$ cat src/rtl/graphite_pkg.sv
// Shared definitions for the graphite rasterizer command path.
//   OP_POS / OP_SIZE         : opcode field placement inside a command word
//   OP_NOP / OP_CLEAR        : opcode values understood by the rasterizer
//   CMD_FIFO_DEPTH_DEFAULT   : default buffering depth of the command transmitter
//   cmd_stream_state_t       : transmitter stream state (EMPTY / STREAMING)
package graphite_pkg;

    localparam int          OP_POS   = 12;
    localparam int          OP_SIZE  = 4;
    localparam logic [3:0]  OP_NOP   = 4'h0;
    localparam logic [3:0]  OP_CLEAR = 4'h1;

    localparam int          CMD_FIFO_DEPTH_DEFAULT = 16;

    // The transmitter's state is implicit in its pointers: STREAMING exactly
    // when tvalid is high, EMPTY otherwise.
    typedef enum logic {
        ST_EMPTY     = 1'b0,
        ST_STREAMING = 1'b1
    } cmd_stream_state_t;

endpackage

$ cat src/rtl/graphite_cmd_stream_tx.sv
// Command-stream transmitter: host pushes command words with a write strobe,
// words are buffered in a FIFO and replayed in order on an AXI-stream master.
//
// Handshake: a word moves to the rasterizer on every rising clk edge where
// cmd_axis_tvalid_o && cmd_axis_tready_i. tvalid never depends on tready in
// the same cycle and, once high, holds with stable tdata until that handshake.
//
// Ports
//   clk                in   clock
//   reset_i            in   synchronous active-high reset, highest priority
//   wr_i / wr_data_i   in   host write strobe and command word
//   full_o / empty_o   out  FIFO full / empty flags
//   level_o            out  words accepted and not yet handed off
//   overflow_o         out  sticky: a write was dropped while full
//   overflow_clr_i     in   clears overflow_o (a same-cycle drop wins)
//   cmd_axis_*         AXI-stream master toward the rasterizer
module graphite_cmd_stream_tx
    import graphite_pkg::*;
#(
    parameter int CMD_STREAM_WIDTH = 16,
    parameter int FIFO_DEPTH       = CMD_FIFO_DEPTH_DEFAULT
) (
    input  logic                          clk,
    input  logic                          reset_i,
    input  logic                          wr_i,
    input  logic [CMD_STREAM_WIDTH-1:0]   wr_data_i,
    output logic                          full_o,
    output logic                          empty_o,
    output logic [$clog2(FIFO_DEPTH):0]   level_o,
    output logic                          overflow_o,
    input  logic                          overflow_clr_i,
    output logic                          cmd_axis_tvalid_o,
    input  logic                          cmd_axis_tready_i,
    output logic [CMD_STREAM_WIDTH-1:0]   cmd_axis_tdata_o
);

    localparam int AW = $clog2(FIFO_DEPTH);
    localparam int PW = AW + 1;

    logic [CMD_STREAM_WIDTH-1:0] mem [FIFO_DEPTH];
    logic [PW-1:0]               wr_ptr;
    logic [PW-1:0]               rd_ptr;
    logic                        accept;
    logic                        handshake;

    // All flags come from the registered pointers only, so there is no
    // combinational path from wr_i or tready_i to tvalid/full/empty.
    assign level_o   = wr_ptr - rd_ptr;
    assign empty_o   = (wr_ptr == rd_ptr);
    assign full_o    = (wr_ptr[AW] != rd_ptr[AW]) &&
                       (wr_ptr[AW-1:0] == rd_ptr[AW-1:0]);

    assign cmd_axis_tvalid_o = !empty_o;
    assign cmd_axis_tdata_o  = mem[rd_ptr[AW-1:0]];

    // Full is judged on the current state: a handshake freeing a slot this
    // cycle does not let a write in, which also keeps the head slot intact.
    assign accept    = wr_i && !full_o;
    assign handshake = cmd_axis_tvalid_o && cmd_axis_tready_i;

    always_ff @(posedge clk) begin
        if (reset_i) begin
            wr_ptr     <= '0;
            rd_ptr     <= '0;
            overflow_o <= 1'b0;
        end else begin
            if (accept) begin
                wr_ptr <= wr_ptr + PW'(1);
            end
            if (handshake) begin
                rd_ptr <= rd_ptr + PW'(1);
            end
            // A drop in the same cycle as a clear keeps the flag set.
            if (wr_i && full_o) begin
                overflow_o <= 1'b1;
            end else if (overflow_clr_i) begin
                overflow_o <= 1'b0;
            end
        end
    end

    // Storage has no reset; contents are only visible behind valid pointers.
    always_ff @(posedge clk) begin
        if (!reset_i && accept) begin
            mem[wr_ptr[AW-1:0]] <= wr_data_i;
        end
    end

endmodule

$ cat config.mk
export PLATFORM = sky130hd
export DESIGN_NAME = graphite_cmd_stream_tx
export DESIGN_NICKNAME = d
export VERILOG_FILES = /design/src/rtl/graphite_pkg.sv /design/src/rtl/graphite_cmd_stream_tx.sv
export SDC_FILE = /design/constraint.sdc
export NUM_CORES = 1
export LEC_CHECK = 0
export ABC_AREA = 1
export ABC_CLOCK_PERIOD_IN_PS = 5900
export BUFFER_PORTS_ARGS = -buffer_cell sky130_fd_sc_hd__buf_4
export CORE_MARGIN = 3
export CORE_UTILIZATION = 53
export CTS_CLUSTER_DIAMETER = 150
export CTS_CLUSTER_SIZE = 16
export DETAILED_ROUTE_END_ITERATION = 8
export GPL_TIMING_DRIVEN = 0
export HOLD_SLACK_MARGIN = 0.08
export PLACE_DENSITY = 0.81
export SLEW_MARGIN = 20
export SYNTH_ARGS = -nofsm -noshare
export SYNTH_HDL_FRONTEND = slang
export SYNTH_SLANG_ARGS = --single-unit
$ cat constraint.sdc
create_clock -name clk -period 5.9 [get_ports clk]
set_clock_uncertainty 0.2 [all_clocks]
set_input_delay 1.18 -clock clk [delete_from_list [all_inputs] [get_ports clk]]
set_output_delay 1.18 -clock clk [all_outputs]
set_load 0.005 [all_outputs]
Word level (Yosys, flattened, before mapping)
Memories as Yosys holds them, arrays and structs flattened. A register that Yosys moved wholly into a read port is not among the register bits.
Index checks and enable logic that the tools add are counted.
{ "totals": {"register_bits": 11, "ram_bits": 256, "inputBits": 21, "mem_count": 1} }
{ "memory_table": {"columns": ["name", "depth", "width", "rd", "rd_ports_with_merged_regs", "write_ports", "line_no", "rtl"], "rows": [
  ["mem", 16, 16, 1, 1, 1, "graphite_cmd_stream_tx.sv:40", "logic [CMD_STREAM_WIDTH-1:0] mem [FIFO_DEPTH];"]
]} }
{ "op_classes": {"addsub": 3, "eq_ne": 3, "mux": 6, "n_reduce_logical": 9} }
{ "ops": {"columns": ["cell", "count"], "rows": [
  ["$add A5 B1 Y5 const B", 2],
  ["$mux W4", 2],
  ["$eq A5 B5 Y1", 1],
  ["$logic_and A1 B1 Y1", 5],
  ["$sub A5 B5 Y5", 1],
  ["$eq A4 B4 Y1", 1],
  ["$mux W1", 4],
  ["$logic_not A1 Y1", 3],
  ["$reduce_bool A2 Y1", 1],
  ["$ne A1 B1 Y1", 1]
]} }

Longest topological paths before layout
Gate-level depths: netlist of the first run.
{ "depth": {"word_depth": 7, "depth_mapped": 10} }

Least setup slack after synthesis of the first run
OpenSTA, ideal clock, no wires.
{ "synth_timing": {"path_kind": "in2reg", "from": "in reset_i", "to": "mem mem[15][0] (enable)", "setup_time_ps": 409, "t_arrival_ps": 2557, "path_slack_ps": 2734, "cell_stages": 2, "path_buffers": 1, "cell_sequence": "buf_2 nor3_1"} }
{ "synth_via": {"elab_chain_len": 4} }
{ "synth_rtl": {"columns": ["element", "line_no", "rtl"], "rows": [
  ["from (decl)", "graphite_cmd_stream_tx.sv:24", "input logic reset_i,"],
  ["$logic_not A1 Y1", "graphite_cmd_stream_tx.sv:84", "if (!reset_i && accept) begin"],
  ["$logic_and A1 B1 Y1", "graphite_cmd_stream_tx.sv:84", null],
  ["$mux W1", "graphite_cmd_stream_tx.sv:84", null],
  ["$mux W1 (implied by the code)", "graphite_cmd_stream_tx.sv:85", "mem[wr_ptr[AW-1:0]] <= wr_data_i;"],
  ["to (decl)", "graphite_cmd_stream_tx.sv:40", null]
]} }
No other way between the ends.

==> results of run 1 <==
==> area by class of cell <==
| cell class | instances | area [um2] |
|---|---|---|
| buffer | 54 | 284.0 |
| tap | 280 | 350.3 |
| multi-input combinational | 637 | 2935 |
| clock buffer | 36 | 581.8 |
| timing repair buffer | 60 | 514.2 |
| fill | 1687 | 8562 |
| inverter | 216 | 810.8 |
| sequential | 271 | 7988 |
==> report_power, final <==
group / switching [uW] / internal (uW) / total [uW] / leakage, uW
clock: 620 / 667 / 1290 / 0.000277
sequential: 14.1 / 2120 / 2130 / 0.00243
combinational: 510 / 253 / 763 / 0.00310
==> per-layer routing <==
metal,wire [um],up-vias,share of wire,track usage
met5,0,-,0,0
met4,1389,0,0.045,0.1192
met3,3372,94,0.11,0.04093
met2,14630,537,0.47,0.4118
met1,11410,4066,0.37,0.3318
li1,-,3954,-,-
==> state kept, by name (all words and copies together), names as in the netlist, named ones only <==
register,cells
mem,256
overflow_o,1
rd_ptr,5
wr_ptr,5
==> layout by cell type (no fill, tap or decap), types with 10 or more instances in the layout <==
| master | instances |
|---|---|
| nand3_1 | 204 |
| nor2_1 | 10 |
| buf_6 | 13 |
| clkbuf_16 | 21 |
| clkbuf_1 | 28 |
| nor2_2 | 16 |
| nand2_1 | 362 |
| buf_4 | 59 |
| buf_2 | 23 |
| edfxtp_1 | 256 |
| dfxtp_1 | 15 |
| inv_1 | 213 |
==> how the worst max path moves through the flow <==
stage | slack [ns] | end
floorplan | 2.73 | mem[15][0]
global placement | 1.86 | mem[15][15]
detailed placement | 2.70 | cmd_axis_tdata_o[7]
CTS | 2.16 | cmd_axis_tdata_o[13]
global route | 2.06 | cmd_axis_tdata_o[13]
finish | 2.11 | cmd_axis_tdata_o[13]
==> cells by family after synthesis <==
kind of cell               Yosys count  synth area share
AOI/OAI and AO/OA                   13          0.005432
xor gates and xnor gates             5          0.003657
adders and majority gates           10           0.01108
DFF                                271            0.6670
and+or+nand+nor                    609            0.2214
buffers and inverters              270           0.09142
==> critical path: stages (launching register included) <==
cell	delay [ns]
dfxtp_1	0.34
buf_2	0.19
inv_1	0.21
buf_1	0.53
nand3_1	0.28
nand2_1	0.21
buf_4	0.14
==> per-stage QoR <==
stage                     area (um2)  hold WS (ns)    util
after CTS                      13460        0.2719  0.6113
after global placement         12660        0.2537  0.5746
after detailed placement       12880        0.2602  0.5849
after floorplan                11980        0.2596       -
after global routing           13460        0.2975  0.6113
final                          13460        0.2744  0.6113
==> flow_summary.json, run 1 <==
{
  "run_status": "finished clean",
  "grtUsageTotal": 0.2518,
  "startpoint_type": "flop",
  "synth_top_area_frac": 0.6419,
  "peakVddDrop_uv": 169.1,
  "htreeDepth": 1,
  "end_kind": "output pin",
  "area_growth_pct": 12.43,
  "cts_tree": "built",
  "grt_max_degree": 18,
  "worstSetupPathType": "flop to output pin",
  "antenna_found_initial": 0,
  "antennaDiodeCount": 0,
  "synth_seq_cells": 271,
  "synth.area.top_cells": "edfxtp_1 64%, nand2_1 11%, nand3_1 8.5%, inv_1 6.7%, dfxtp_1 2.5%",
  "p_leak_uw": 0.005806,
  "worstMarginPinSlew_ns": 0.8231,
  "drtAntennaViolNets": 0,
  "num_rows": 54,
  "drv_cap": 0,
  "hold_depth": 2,
  "nets": 1291,
  "clock_latency_ns": 0.50,
  "synth_warnings": 0,
  "root_buffer": "clkbuf_16",
  "ctsLongestPathBuffers": 3,
  "port-buffer-count": 44,
  "min_period_ns": 3.786,
  "maxSlewHeadroom": 0.4513,
  "post_cts_resized": 0,
  "start_util": 0.5437,
  "ys_seq_area_frac": 0.6670,
  "final_max_slew_viol_count": 0,
  "yosys-top-cells-count": "362 x nand2_1, 256 x edfxtp_1, 213 x inv_1",
  "post-place-ws_ns": 2.696,
  "worstHoldStart": "overflow_o",
  "cts_hold_buf": 0,
  "fin_setup_tns_ns": 0,
  "yosysTopAreaCell": "edfxtp_1",
  "vias": 8651,
  "dpl.hpwl_um": 20660,
  "drt-total-wl_um": 30810,
  "via_per_inst": 5.567,
  "power.density_mw_per_mm2": 310.7,
  "clk_pin_slew_ns": 0.07,
  "synth-edff-count": 256,
  "die-area_mm2": 0.02443,
  "wire_per_inst_um": 19.82,
  "reg2reg_depth": 11,
  "yosysMostFrequentCell": "nand2_1",
  "drc_errors": 0,
  "cts_buffers": 20,
  "final_cells": 1554,
  "r2r_setup_slack_ns": 2.98,
  "die_y_um": 156.3,
  "syn_avg_cell_area_um2": 10.17,
  "synth_area_mm2": 0.01198,
  "drive_gt1_frac": 0.1177,
  "setup_slack_ns": 2.114,
  "firstDrtPassIters": 7,
  "finalCritPeriodShare": 0.6417,
  "pin_count": 46,
  "synth-async-reset-ratio": 0,
  "grt_pass1_wl_um": 46930,
  "drt_iter0_drc": 1112,
  "postCtsSetupBuffers": 0,
  "r2r-end": "mem[4][11]",
  "r2r_start": "rd_ptr[2]",
  "cp.required_ns": 4.52,
  "worstPathArrival_ns": 2.41,
  "hp-class": "flop to flop",
  "coreArea_mm2": 0.02203,
  "synthFlopType": "edfxtp_1",
  "dp_cells": 1518,
  "place_congestion": 0.9016,
  "path_max_fanout": 10,
  "grt_pass1_vias": 8603,
  "syn_inst": 1178,
  "cts.sinks": 271,
  "synth_nets": 1209,
  "holdPathEnd": "overflow_o",
  "synth_cell_types": 26,
  "fmax_mhz": 264.1,
  "hold_viol": 0,
  "die_w_um": 156.3,
  "setup_violations": 0,
  "total_power_uw": 4183,
  "rsz0062_at_grt": "no",
  "grt_overflow": 0
}
Note: power is estimated with default switching activity, not from simulation.
==> inputs of run 2 (changes only) <==
--- a/config.mk
+++ b/config.mk
@@ -6,7 +6,7 @@
 export NUM_CORES = 1
 export LEC_CHECK = 0
 export ABC_AREA = 1
-export ABC_CLOCK_PERIOD_IN_PS = 5900
+export ABC_CLOCK_PERIOD_IN_PS = 3300
 export BUFFER_PORTS_ARGS = -buffer_cell sky130_fd_sc_hd__buf_4
 export CORE_MARGIN = 3
 export CORE_UTILIZATION = 53
@@ -15,7 +15,7 @@
 export DETAILED_ROUTE_END_ITERATION = 8
 export GPL_TIMING_DRIVEN = 0
 export HOLD_SLACK_MARGIN = 0.08
-export PLACE_DENSITY = 0.81
+export PLACE_DENSITY = 0.84
 export SLEW_MARGIN = 20
 export SYNTH_ARGS = -nofsm -noshare
 export SYNTH_HDL_FRONTEND = slang
==> constraint.sdc (replaced) <==
create_clock -name clk -period 3.3 [get_ports clk]
set_clock_uncertainty 0.2 [all_clocks]
set_input_delay 0.66 -clock clk [delete_from_list [all_inputs] [get_ports clk]]
set_output_delay 0.66 -clock clk [all_outputs]
set_load 0.005 [all_outputs]
==> run 2 against run 1 <==
Compared with the run above:
- combinational power grew 77%
- hold slack lost 0.072 ns
- via count shrank 0.98%
- wire length shrank 1.9%
- non-clock buffer count is the same
- register-to-register slack lost 2.6 ns
- critical endpoint is now cmd_axis_tdata_o[15]
- largest power group unchanged
==> flow_summary.json, run 2 (synthesized netlist as in run 1, its figures left out) <==
{
  "run_status": "finished clean",
  "antenna_found_initial": 0,
  "crit_top_cell": "nand3_1",
  "final_core_util": 0.6115,
  "critPathTopFamily": "buffers and inverters",
  "grt_overflow": 0,
  "final_max_slew_viol_count": 0,
  "hold_slack_ns": 0.2024,
  "pin_count": 46,
  "vias": 8566,
  "drt-total-wl_um": 30220,
  "mostFrequentLayoutCell": "nand2_1",
  "wire_per_inst_um": 19.45,
  "grt_max_degree": 18,
  "most-common-layout-cells": "362 x nand2_1, 256 x edfxtp_1, 213 x inv_1, 204 x nand3_1, 59 x buf_4",
  "start_util": 0.5437,
  "coreArea_mm2": 0.02203,
  "cts_tree": "built",
  "die_y_um": 156.3,
  "post-place-ws_ns": 0.4338,
  "end_kind": "output pin",
  "met2_usage": 0.4094,
  "drv_cap": 0,
  "setup_violations": 0,
  "use_met3": 0.04121,
  "n_fill_cell": 1650,
  "clock_latency_ns": 0.50,
  "port-buffer-count": 44,
  "die-area_mm2": 0.02443,
  "cp_cell_sequence": "inv_2 > clkbuf_1 > nand3_1 > nand3_1 > nand3_1 > nand2_1 > buf_4",
  "drtAntennaViolNets": 0,
  "worstPathArrival_ns": 2.31,
  "hold_viol": 0,
  "cp_num_buf_inv": 3,
  "p_leak_uw": 0.005810,
  "cts_hold_buf": 0,
  "firstDrtPassIters": 6,
  "ctsLongestPathBuffers": 3,
  "drt_iter0_drc": 1047,
  "dp_cells": 1518,
  "htreeDepth": 1,
  "cts_buffers": 20,
  "drive_gt1_frac": 0.1185,
  "dpl.hpwl_um": 20490,
  "place_congestion": 0.8678,
  "final_area_mm2": 0.01347,
  "via_per_inst": 5.512,
  "worstMarginPinSlew_ns": 0.8677,
  "cts.sinks": 271,
  "fmax_mhz": 315.0,
  "grt_pass1_vias": 8120,
  "setup_slack_ns": 0.1257,
  "die_w_um": 156.3,
  "slowest_delay_ns": 0.60,
  "grt_use_met1": 0.3169,
  "maxSlewHeadroom": 0.4184,
  "root_buffer": "clkbuf_16",
  "final_cells": 1554,
  "power.density_mw_per_mm2": 554.7,
  "worstSetupPathType": "flop to output pin",
  "clk_pin_slew_ns": 0.07,
  "nets": 1291,
  "rsz0062_at_grt": "no",
  "cp_slowest_cell": "clkbuf_1",
  "regArea_mm2": 0.007988,
  "multi_input_area_mm2": 0.002935,
  "post_cts_resized": 0,
  "startpoint_type": "flop",
  "grt_pass1_wl_um": 45320,
  "grtUsageTotal": 0.2441,
  "hp-class": "primary input to flop",
  "post_dp_cell_area_mm2": 0.01289,
  "min_period_ns": 3.174,
  "peakVddDrop_uv": 289.7,
  "path_max_fanout": 10,
  "busiest_layer": "met2",
  "num_rows": 54,
  "area_growth_pct": 12.48,
  "cp.required_ns": 2.44,
  "drc_errors": 0,
  "finalCritPeriodShare": 0.9619,
  "antennaDiodeCount": 0,
  "postCtsSetupBuffers": 0,
  "largest_reg_flops": 256
}
==> run 2: cell counts in the layout (fill, tap and decap cells not counted) <==
Identical to the previous run, type by type.
==> run 2: through the flow <==
step                      setup TNS, ns  total power (uW)
after floorplan                       0              4648
after global placement           -28.57              5155
after detailed placement              0              5211
after CTS                             0              7461
after global routing                  0              7726
final                                 0              7471
==> run 2: final cells by class <==
class,instances,share of cell area
Sequential cell,271,0.5930
Multi-Input combinational cell,637,0.2179
Inverter,216,0.06019
Clock buffer,36,0.04320
Timing Repair Buffer,60,0.03846
Tap cell,280,0.02601
Buffer,54,0.02118
==> run 2: path summary, 6_finish.rpt <==
kind / endpoint / cells past startpoint / startpoint / slack, ns
worst max-delay path: cmd_axis_tdata_o[15] / 7 / flop / 0.13
worst min-delay path: overflow_o / 4 / overflow_clr_i / 0.20
worst max register to register: mem[15][6] / 9 / rd_ptr[2] / 0.43
worst min register to register: overflow_o / 2 / overflow_o / 0.27
==> run 2: power by group <==
part / internal [uW] / leakage (uW) / switching (uW)
clock: 1190 / 0.000277 / 1120
sequential: 3790 / 0.00243 / 25.4
combinational: 453 / 0.00310 / 892
total: 5430 / 0.00581 / 2040
==> run 2: worst reg2reg max path, cell delays in order, from the launching register on <==
cell,delay [ns]
dfxtp_1,0.31
clkbuf_1,0.27
inv_1,0.08
ha_1,0.35
nand2_2,0.11
nor2_4,0.06
nand2_4,0.11
nand2_8,0.09
nor3_2,0.66
buf_4,0.35
==> run 2: per-layer routing <==
metal / vias up / routed length [um]
met3: 78 / 3326
met2: 551 / 14510
met4: 0 / 1186
li1: 3953 / -
met1: 3984 / 11200
met5: - / 0
==> inputs of run 3 (changes only) <==
--- a/config.mk
+++ b/config.mk
@@ -5,7 +5,7 @@
 export SDC_FILE = /design/constraint.sdc
 export NUM_CORES = 1
 export LEC_CHECK = 0
-export ABC_AREA = 1
+export ABC_AREA = 0
 export ABC_CLOCK_PERIOD_IN_PS = 3300
 export BUFFER_PORTS_ARGS = -buffer_cell sky130_fd_sc_hd__buf_4
 export CORE_MARGIN = 3
@@ -16,7 +16,7 @@
 export GPL_TIMING_DRIVEN = 0
 export HOLD_SLACK_MARGIN = 0.08
 export PLACE_DENSITY = 0.84
-export SLEW_MARGIN = 20
+export SKIP_LAST_GASP = 1
 export SYNTH_ARGS = -nofsm -noshare
 export SYNTH_HDL_FRONTEND = slang
 export SYNTH_SLANG_ARGS = --single-unit
==> run 3 against run 2 <==
Compared with the run above:
- combinational power down 24%
- total power down 5.5%
- final cell count down 45%
- cell area down 11%
- core utilization up 1.7 points
- non-clock buffer count down 30
- flip-flop and latch count unchanged
- hold slack worse by 0.053 ns
- first-iteration DRC count down 43%
- register-to-register slack worse by 0.12 ns
- synthesized cell count down 57%
==> flow_summary.json, run 3 <==
{
  "critPathTopFamily": "buffers and inverters",
  "fin_setup_tns_ns": 0,
  "antennaDiodeCount": 0,
  "synthFlopType": "edfxtp_1",
  "setup_violations": 0,
  "cts_tree": "built",
  "die_w_um": 146.5,
  "drtAntennaViolNets": 0,
  "num_rows": 50,
  "reg2reg_depth": 8,
  "setup_slack_ns": 0.06217,
  "peakVddDrop_uv": 324.6,
  "drt-total-wl_um": 22220,
  "path_max_fanout": 10,
  "hold_depth": 2,
  "holdPathEnd": "rd_ptr[4]",
  "synth_cell_types": 34,
  "port-buffer-count": 45,
  "worstMarginPinSlew_ns": 0.7285,
  "synth.area.top_cells": "edfxtp_1 73%, mux4_2 14%, dfxtp_1 2.9%, a22oi_1 2.3%, ha_1 1.1%",
  "coreArea_mm2": 0.01908,
  "synth_nets": 533,
  "finalCritPeriodShare": 0.9812,
  "vias": 5308,
  "wire_per_inst_um": 26.08,
  "antenna_found_initial": 0,
  "p_leak_uw": 0.003831,
  "slowest_delay_ns": 0.39,
  "post-place-ws_ns": 0.06387,
  "grtUsageTotal": 0.2121,
  "r2r_setup_slack_ns": 0.31,
  "hold_viol": 0,
  "die_y_um": 146.5,
  "cp_num_buf_inv": 3,
  "syn_inst": 502,
  "dpl.hpwl_um": 14760,
  "rsz0062_at_grt": "no",
  "most-common-layout-cells": "256 x edfxtp_1, 64 x mux4_2, 46 x buf_4, 32 x a22oi_1",
  "place_congestion": 0.7939,
  "cts_buffers": 20,
  "startpoint_type": "flop",
  "clock_latency_ns": 0.50,
  "root_buffer": "clkbuf_16",
  "htreeDepth": 1,
  "start_util": 0.5485,
  "drt_iter0_drc": 597,
  "grt_pass1_wl_um": 34090,
  "r2r-end": "mem[1][9]",
  "worstPathArrival_ns": 2.38,
  "final_max_slew_viol_count": 0,
  "mostFrequentLayoutCell": "edfxtp_1",
  "synth_seq_cells": 271,
  "power.density_mw_per_mm2": 588.8,
  "yosys-top-cells-count": "256 x edfxtp_1, 64 x mux4_2, 32 x a22oi_1",
  "firstDrtPassIters": 6,
  "clk_pin_slew_ns": 0.07,
  "synth_top_area_frac": 0.7345,
  "hp-class": "primary input to flop",
  "worstHoldStart": "reset_i",
  "synth_area_mm2": 0.01047,
  "cts_hold_buf": 0,
  "end_kind": "output pin",
  "cp_slowest_cell": "buf_2",
  "ctsLongestPathBuffers": 3,
  "ys_seq_area_frac": 0.7632,
  "synth-async-reset-ratio": 0,
  "largest_reg_flops": 256,
  "cp.required_ns": 2.44,
  "area_growth_pct": 14.57,
  "yosysMostFrequentCell": "edfxtp_1",
  "die-area_mm2": 0.02147,
  "grt_overflow": 0,
  "grt_max_degree": 18,
  "maxSlewHeadroom": 0.5126,
  "pin_count": 46,
  "min_period_ns": 3.238,
  "drv_cap": 0,
  "worstSetupPathType": "flop to output pin",
  "r2r_start": "wr_ptr[0]",
  "syn_avg_cell_area_um2": 20.85,
  "grt_pass1_vias": 5638,
  "nets": 617,
  "via_per_inst": 6.230,
  "cp_cell_sequence": "clkbuf_2 > buf_2 > mux4_2 > a22oi_1 > nand2_1 > buf_4",
  "cts.sinks": 271,
  "run_status": "finished clean",
  "yosysTopAreaCell": "edfxtp_1",
  "synth-edff-count": 256,
  "fmax_mhz": 308.8,
  "drive_gt1_frac": 0.3108,
  "hold_slack_ns": 0.1495,
  "synth_warnings": 0,
  "drc_errors": 0
}
[run 3: worst max path at each step]
| stage | endpoint | slack [ns] | cells past startpoint |
|---|---|---|---|
| floorplan | mem[0][0] | 0.36 | 7 |
| global placement | mem[0][8] | -0.49 | 7 |
| detailed placement | mem[1][9] | 0.06 | 8 |
| CTS | cmd_axis_tdata_o[5] | 0.004 | 6 |
| global route | cmd_axis_tdata_o[10] | 0.002 | 6 |
| finish | cmd_axis_tdata_o[10] | 0.06 | 6 |
[run 3: report_power, final]
group | switching (uW) | internal (uW)
Clock | 1060 | 1160
Combinational | 485 | 548
Sequential | 18.3 | 3790
[run 3: cells by family after synthesis]
group           count (synthesis)  share of synthesized area
mux                            65                     0.1387
buf+inv                        31                    0.01494
simple gates                   66                    0.02785
flops                         271                     0.7632
fa+ha+maj                      10                    0.01267
compound gates                 48                    0.03276
xor+xnor                       11                   0.009922
[run 3: metal layers]
layer	share of wire	track usage
met4	0.029	0.05880
met1	0.40	0.2999
met2	0.50	0.3519
met5	0	0
met3	0.075	0.03135
[run 3: area by class of cell]
| cell class | instances | area (um2) |
|---|---|---|
| Inverter | 9 | 33.78 |
| Multi-Input combinational cell | 200 | 2362 |
| Clock buffer | 28 | 551.8 |
| Fill cell | 1278 | 7089 |
| Tap cell | 260 | 325.3 |
| Buffer | 22 | 160.2 |
| Timing Repair Buffer | 62 | 570.5 |
| Sequential cell | 271 | 7988 |
[run 3: what timing repair did]
item                                    4_1_cts  5_1_grt
endpoints found under the hold margin         0        0
setup buffers                                 0        1
resized for setup                            10       12
endpoints found under the setup margin       16       53
pin swaps                                     0        1
[run 3: through the flow]
step / cells / utilization / cell area (um2) / total power, uW
floorplan: 502 / - / 10470 / 4536
global route: 852 / 0.6285 / 11990 / 7285
detailed placement: 823 / 0.5972 / 11390 / 4898
CTS: 851 / 0.6266 / 11960 / 7069
finish: 852 / 0.6285 / 11990 / 7060
global placement: 807 / 0.5833 / 11130 / 4843
